**src/rtl/mem_test_pkg.sv**
```systemverilog
// Shared types and helpers for the memory test sequencer.
// Holds the FSM state encoding, the word step and the pattern generator.
package mem_test_pkg;

    typedef enum logic [2:0] {
        S_IDLE    = 3'd0,
        S_WR_REQ  = 3'd1,
        S_WR_WAIT = 3'd2,
        S_RD_REQ  = 3'd3,
        S_RD_WAIT = 3'd4,
        S_FINISH  = 3'd5
    } state_t;

    localparam int DATA_W_DEF = 32;
    localparam int ADDR_STEP  = DATA_W_DEF / 8;
    localparam int PAT_MAX_W  = 64;

    // Expected word at index idx; callers truncate to their data width.
    function automatic logic [PAT_MAX_W-1:0] next_pattern(
        input logic [PAT_MAX_W-1:0] pattern,
        input logic [PAT_MAX_W-1:0] idx
    );
        return pattern + idx;
    endfunction

endpackage

```
**src/rtl/mem_test_sequencer.sv**
```systemverilog
// Write-then-readback memory test driving a single-outstanding request/response
// master stage; reports mismatch count and first failing address.
module mem_test_sequencer
    import mem_test_pkg::*;
#(
    parameter int ADDR_W = 32,
    parameter int DATA_W = 32,
    parameter int CNT_W  = 16
) (
    input  logic              clk_i,
    input  logic              rst_i,
    input  logic              start_i,
    input  logic              abort_i,
    input  logic [ADDR_W-1:0] base_addr_i,
    input  logic [CNT_W-1:0]  word_cnt_i,
    input  logic [DATA_W-1:0] pattern_i,
    output logic              busy_o,
    output logic              done_o,
    output logic              aborted_o,
    output logic [CNT_W-1:0]  err_cnt_o,
    output logic [ADDR_W-1:0] first_err_addr_o,
    output logic              req_valid_o,
    input  logic              req_ready_i,
    output logic              req_write_o,
    output logic [ADDR_W-1:0] req_addr_o,
    output logic [DATA_W-1:0] req_wdata_o,
    input  logic              rsp_valid_i,
    input  logic [DATA_W-1:0] rsp_rdata_i
);

    // Byte stride per word, scaled from the package default width.
    localparam int STEP = ADDR_STEP * DATA_W / DATA_W_DEF;

    state_t            state_q, state_d;
    logic [CNT_W-1:0]  idx_q, cnt_q, err_cnt_q;
    logic [ADDR_W-1:0] base_q, first_err_q;
    logic [DATA_W-1:0] pattern_q;
    logic              aborted_q;

    logic [ADDR_W-1:0] cur_addr;
    logic [DATA_W-1:0] cur_data;
    logic              last_word, mismatch;
    logic              start_go, idx_inc, idx_clr, chk, set_ab;

    assign cur_addr  = base_q + ADDR_W'(idx_q) * ADDR_W'(STEP);
    assign cur_data  = DATA_W'(next_pattern(PAT_MAX_W'(pattern_q), PAT_MAX_W'(idx_q)));
    assign last_word = (idx_q == cnt_q - CNT_W'(1));
    assign mismatch  = (rsp_rdata_i != cur_data);

    always_ff @(posedge clk_i) begin
        if (rst_i) begin
            state_q <= S_IDLE;
        end else begin
            state_q <= state_d;
        end
    end

    always_comb begin
        state_d  = state_q;
        start_go = 1'b0;
        idx_inc  = 1'b0;
        idx_clr  = 1'b0;
        chk      = 1'b0;
        set_ab   = 1'b0;
        unique case (state_q)
            S_IDLE: begin
                if (start_i) begin
                    start_go = 1'b1;
                    state_d  = (word_cnt_i != '0) ? S_WR_REQ : S_FINISH;
                end
            end
            S_WR_REQ: begin
                // A handshake commits the request even if abort is raised.
                if (req_ready_i) begin
                    state_d = S_WR_WAIT;
                end else if (abort_i) begin
                    set_ab  = 1'b1;
                    state_d = S_FINISH;
                end
            end
            S_WR_WAIT: begin
                if (rsp_valid_i) begin
                    if (abort_i) begin
                        set_ab  = 1'b1;
                        state_d = S_FINISH;
                    end else if (last_word) begin
                        idx_clr = 1'b1;
                        state_d = S_RD_REQ;
                    end else begin
                        idx_inc = 1'b1;
                        state_d = S_WR_REQ;
                    end
                end
            end
            S_RD_REQ: begin
                if (req_ready_i) begin
                    state_d = S_RD_WAIT;
                end else if (abort_i) begin
                    set_ab  = 1'b1;
                    state_d = S_FINISH;
                end
            end
            S_RD_WAIT: begin
                if (rsp_valid_i) begin
                    chk = 1'b1;
                    if (abort_i || last_word) begin
                        set_ab  = abort_i;
                        state_d = S_FINISH;
                    end else begin
                        idx_inc = 1'b1;
                        state_d = S_RD_REQ;
                    end
                end
            end
            S_FINISH: state_d = S_IDLE;
            default:  state_d = S_IDLE;
        endcase
    end

    always_ff @(posedge clk_i) begin
        if (rst_i) begin
            idx_q       <= '0;
            cnt_q       <= '0;
            base_q      <= '0;
            pattern_q   <= '0;
            err_cnt_q   <= '0;
            first_err_q <= '0;
            aborted_q   <= 1'b0;
        end else begin
            if (start_go) begin
                base_q      <= base_addr_i & ~ADDR_W'(3);
                cnt_q       <= word_cnt_i;
                pattern_q   <= pattern_i;
                idx_q       <= '0;
                err_cnt_q   <= '0;
                first_err_q <= '0;
                aborted_q   <= 1'b0;
            end else begin
                if (idx_clr) begin
                    idx_q <= '0;
                end else if (idx_inc) begin
                    idx_q <= idx_q + CNT_W'(1);
                end
                // err_cnt of zero marks that no mismatch has been recorded yet.
                if (chk && mismatch) begin
                    if (err_cnt_q == '0) begin
                        first_err_q <= cur_addr;
                    end
                    if (err_cnt_q != '1) begin
                        err_cnt_q <= err_cnt_q + CNT_W'(1);
                    end
                end
                if (set_ab) begin
                    aborted_q <= 1'b1;
                end
            end
        end
    end

    assign busy_o           = (state_q != S_IDLE);
    assign done_o           = (state_q == S_FINISH);
    assign aborted_o        = aborted_q;
    assign err_cnt_o        = err_cnt_q;
    assign first_err_addr_o = first_err_q;
    assign req_valid_o      = (state_q == S_WR_REQ) || (state_q == S_RD_REQ);
    assign req_write_o      = (state_q == S_WR_REQ);
    assign req_addr_o       = req_valid_o ? cur_addr : '0;
    assign req_wdata_o      = req_write_o ? cur_data : '0;

endmodule

```
**config.mk**
```make
export PLATFORM = sky130hd
export DESIGN_NAME = mem_test_sequencer
export DESIGN_NICKNAME = d
export VERILOG_FILES = /design/src/rtl/mem_test_pkg.sv /design/src/rtl/mem_test_sequencer.sv
export SDC_FILE = /design/constraint.sdc
export NUM_CORES = 1
export LEC_CHECK = 0
export CORE_MARGIN = 2
export CORE_UTILIZATION = 51
export DETAILED_ROUTE_END_ITERATION = 12
export GPL_ROUTABILITY_DRIVEN = 0
export GPL_TIMING_DRIVEN = 0
export PLACE_DENSITY_LB_ADDON = 0.12
export REMOVE_ABC_BUFFERS = 1
export SYNTH_ARGS = -nofsm -noshare
export SYNTH_HDL_FRONTEND = slang
export SYNTH_SLANG_ARGS = --single-unit
```
**constraint.sdc**
```tcl
create_clock -name clk_i -period 4.5 [get_ports clk_i]
set_input_delay 1.125 -clock clk_i [delete_from_list [all_inputs] [get_ports clk_i]]
set_output_delay 1.125 -clock clk_i [all_outputs]
set_load 0.02 [all_outputs]
```
==> metrics <==
outcome=completed; WP data required=3.38 ns; final core utilization=0.696; Worst-path clk slew=around 0.06 ns; Distinct cells, synth=just under 80; CP cell instances=ha_4, inv_2, fa_2, nor2b_1, o21ai_1, a21o_1, a31oi_4, a2111oi_4, o31a_1, o31a_1, buf_6, nor2b_4, xnor2_2, nor2_1, buf_4; fin crit share=0.993; Int Power=about 2.5 mW; Hold EP=first_err_addr_o[17]; full die area=between 20000 and 25000 um2; initial core utilization=0.518; post-route setup TNS=0 ns; dominant synthesized flop cell=dfxtp_1; GRT Overall Usage=0.273; worst skew pair latency=between 0.4 and 0.5 ns; global-route wire length before repair=about 45 mm; FF-to-FF setup slack=between 0.15 and 0.2 ns; Switching Fraction=0.302; die width=144 um; nets=~1700; Rows=between 50 and 60; power share of the combinational group=0.210; worst hold path type=flip-flop to flip-flop; Setup Skew=between 0.01 and 0.015 ns; Net Switching=roughly 1.1 mW; layout cells sized above 1=0.107; I/O Buffers=about 230; Fmax=approximately 220 MHz; CP arrival=between 3 and 4 ns; number of flops mapped to enable cells by yosys=0; Cell Count, Final, Fillers Out=1821; # setup viols final=0; initial antenna violation count=0; register area=approximately 2900 um2; Worst-Margin Slew=about 0.93 ns; vias per inst=~5.6; Syn Std Cell Area=10000 um2; Seq pwr share=0.391; top post-synthesis cells by count=nand2_1 (269), dfxtp_1 (144), a21oi_1 (128); setup repair after global routing missed its margin=yes; worst setup path class=flip-flop to output port; Worst slew margin=0.377; clk buf depth=2; root buffer cell=clkbuf_16; dpl hpwl=20.5 mm; dpl cells=~1800; proportion of power drawn by the clock network=0.399; largest net degree at the start of global routing=between 80 and 90; leakage power=about 4.8 nW; synthesis warning total=0; fraction of registers with async set/reset=0; detailed-route via count=approximately 10000; met2 Use GR=0.446; CP max FO=4; most frequent cell on the critical path=o31a_1; Fillers=between 1500 and 2000; Worst setup SP type=flip-flop; reg2reg path depth=16; io pins=around 240; worst stage delay on the critical path=about 0.40 ns; maxcap violations=0; largest cells by area after synthesis=dfxtp_1 (29%), nand2_1 (10%), xnor2_1 (6.5%); Residual DRC=0; Max stage delay cell, worst path=dfxtp_4; vias in the first global route=9112; Mean Syn Cell Area=roughly 7.4 um2; Core ar.=about 19000 um2; CTS tree=done; Final min period=approximately 4.5 ns; Syn Inst Count=approximately 1400; Yosys reg bits=around 140; Seq/Total Area, Yosys=0.288; TritonRoute pass-1 iters=5; hold_sp=first_err_addr_o[17]; GRT met3 Usage=0.0560; area leader, netlist=dfxtp_1; Area growth, synth to finish=34.4%; most common cell in the netlist=nand2_1; H-tree depth=4; GRT Residual Overflow=0; VDD IR max=around 0.27 mV; Pins Over Slew Limit=0; TritonCTS Sinks=around 140; M1 GR Usage=0.368; Die H=about 140 um; total CTS buffers=17; starting DRC count in detailed routing=approximately 680; Worst setup EP type=output port; Critical R2R Launch=idx_q[0]; hold-fix buffer count after cts=0; Avg WL per Cell=approximately 16 um; WL final=29.3 mm; reg2reg end=first_err_addr_o[30]; Hold Fails Final Rpt=0; Most Crowded Layer GR=met2; area share of the largest cell type after synthesis=0.288; cell area power density=~270 nW/um2; area occupied by multi-input gates=7040 um2; ANT nets after route=0; Hold Path Depth=2; Worst Hold Margin=0.456 ns
layout by cell type, fill, tap and decap left out, types with 9 or more instances in the layout:
| cell type | count |
|---|---|
| nand2b_1 | 42 |
| mux2i_1 | 35 |
| nand4_1 | 19 |
| nor4_1 | 11 |
| inv_1 | 27 |
| dfxtp_2 | 12 |
| dlygate4sd2_1 | 11 |
| a31oi_1 | 11 |
| ha_2 | 9 |
| clkbuf_16 | 17 |
| nor3_1 | 27 |
| and2_1 | 15 |
| o21ai_1 | 10 |
| xor2_1 | 36 |
| and3_1 | 19 |
| xnor2_1 | 68 |
| a21oi_1 | 118 |
| dfxtp_1 | 129 |
| a21oi_2 | 9 |
| or3_1 | 11 |
| nor2b_1 | 10 |
| nor2_1 | 107 |
| nand2_1 | 267 |
| or4_1 | 14 |
| ha_1 | 24 |
| o21ai_0 | 24 |
| nor2_2 | 11 |
| o211ai_1 | 14 |
| clkdlybuf4s50_1 | 199 |
| nand3_1 | 40 |
| buf_4 | 24 |
power groups by stage:
stage	Combinational [mW]	Sequential, mW	Clock (mW)
2_1_floorplan	0.452	1.42	0
3_3_place_gp	0.732	1.43	0
3_5_place_dp	0.738	1.43	0
4_1_cts	0.746	1.40	1.45
5_1_grt	0.828	1.42	1.51
6_report	0.756	1.41	1.44
metrics by stage:
stage	setup WS (ns)	instance area, um2	power [mW]
after floorplan	-1.27	9650	1.87
after global placement	-4.20	12300	2.16
after detailed placement	-0.859	12300	2.17
after global routing	-0.0944	13400	3.76
final	0.0305	13400	3.60
after CTS	0.00192	13200	3.61
metal layers:
layer | vias up | wire length (um)
met5 | - | 0
met2 | 384 | 13800
met4 | 0 | 386
met1 | 4698 | 12900
li1 | 5078 | -
met3 | 32 | 2240
critical path: cells and delay by family (launching register included):
kind,cells,cell delay [ns]
simple gates,3,0.31
fa+ha+maj,2,0.55
compound gates,6,1.16
buf+inv,3,0.38
flops,1,0.40
xor+xnor,1,0.12
state kept, by name, indices dropped and copies added, names as in the netlist:
register	count
aborted_o	1
err_cnt_o	16
idx_q	16
pattern_q	32
state_q	3
cnt_q	16
base_q	30
first_err_addr_o	30
what timing repair did:
item / 4_1_cts / 5_1_grt
pin swaps: 14 / 17
endpoints found under the hold margin: 0 / 0
endpoints found under the setup margin: 96 / 56
resized for setup: 98 / 67
buffers inserted: 13 / 6
logic make-up after synthesis:
| logic type | Yosys count | synth area share |
|---|---|---|
| fa+ha+maj | 38 | 0.0490 |
| other cells | 1 | 0.000375 |
| flops | 144 | 0.288 |
| buf+inv | 111 | 0.0477 |
| compound gates | 270 | 0.169 |
| mux | 35 | 0.0350 |
| xor+xnor | 113 | 0.103 |
| simple gates | 639 | 0.308 |
layout make-up:
cell class	count	share of cell area
Multi-Input combinational cell	1099	0.523
Clock buffer	19	0.0329
Sequential cell	144	0.216
Timing Repair Buffer	250	0.183
Inverter	29	0.00837
Tap cell	265	0.0247
Antenna cell	2	0.000372
Clock inverter	13	0.0113
how the worst max path moves through the flow:
stage,cells past startpoint,to,slack (ns),start
final,15,req_addr_o[22],0.03,idx_q[0]
after global routing,15,req_addr_o[24],-0.09,idx_q[0]
after CTS,14,req_addr_o[31],0.002,idx_q[1]
after detailed placement,12,first_err_addr_o[28],-0.86,rsp_rdata_i[19]
after global placement,4,idx_q[6],-4.20,rst_i
after floorplan,14,first_err_addr_o[10],-1.27,idx_q[0]
No activity file was read; power rests on OpenSTA's default activity.
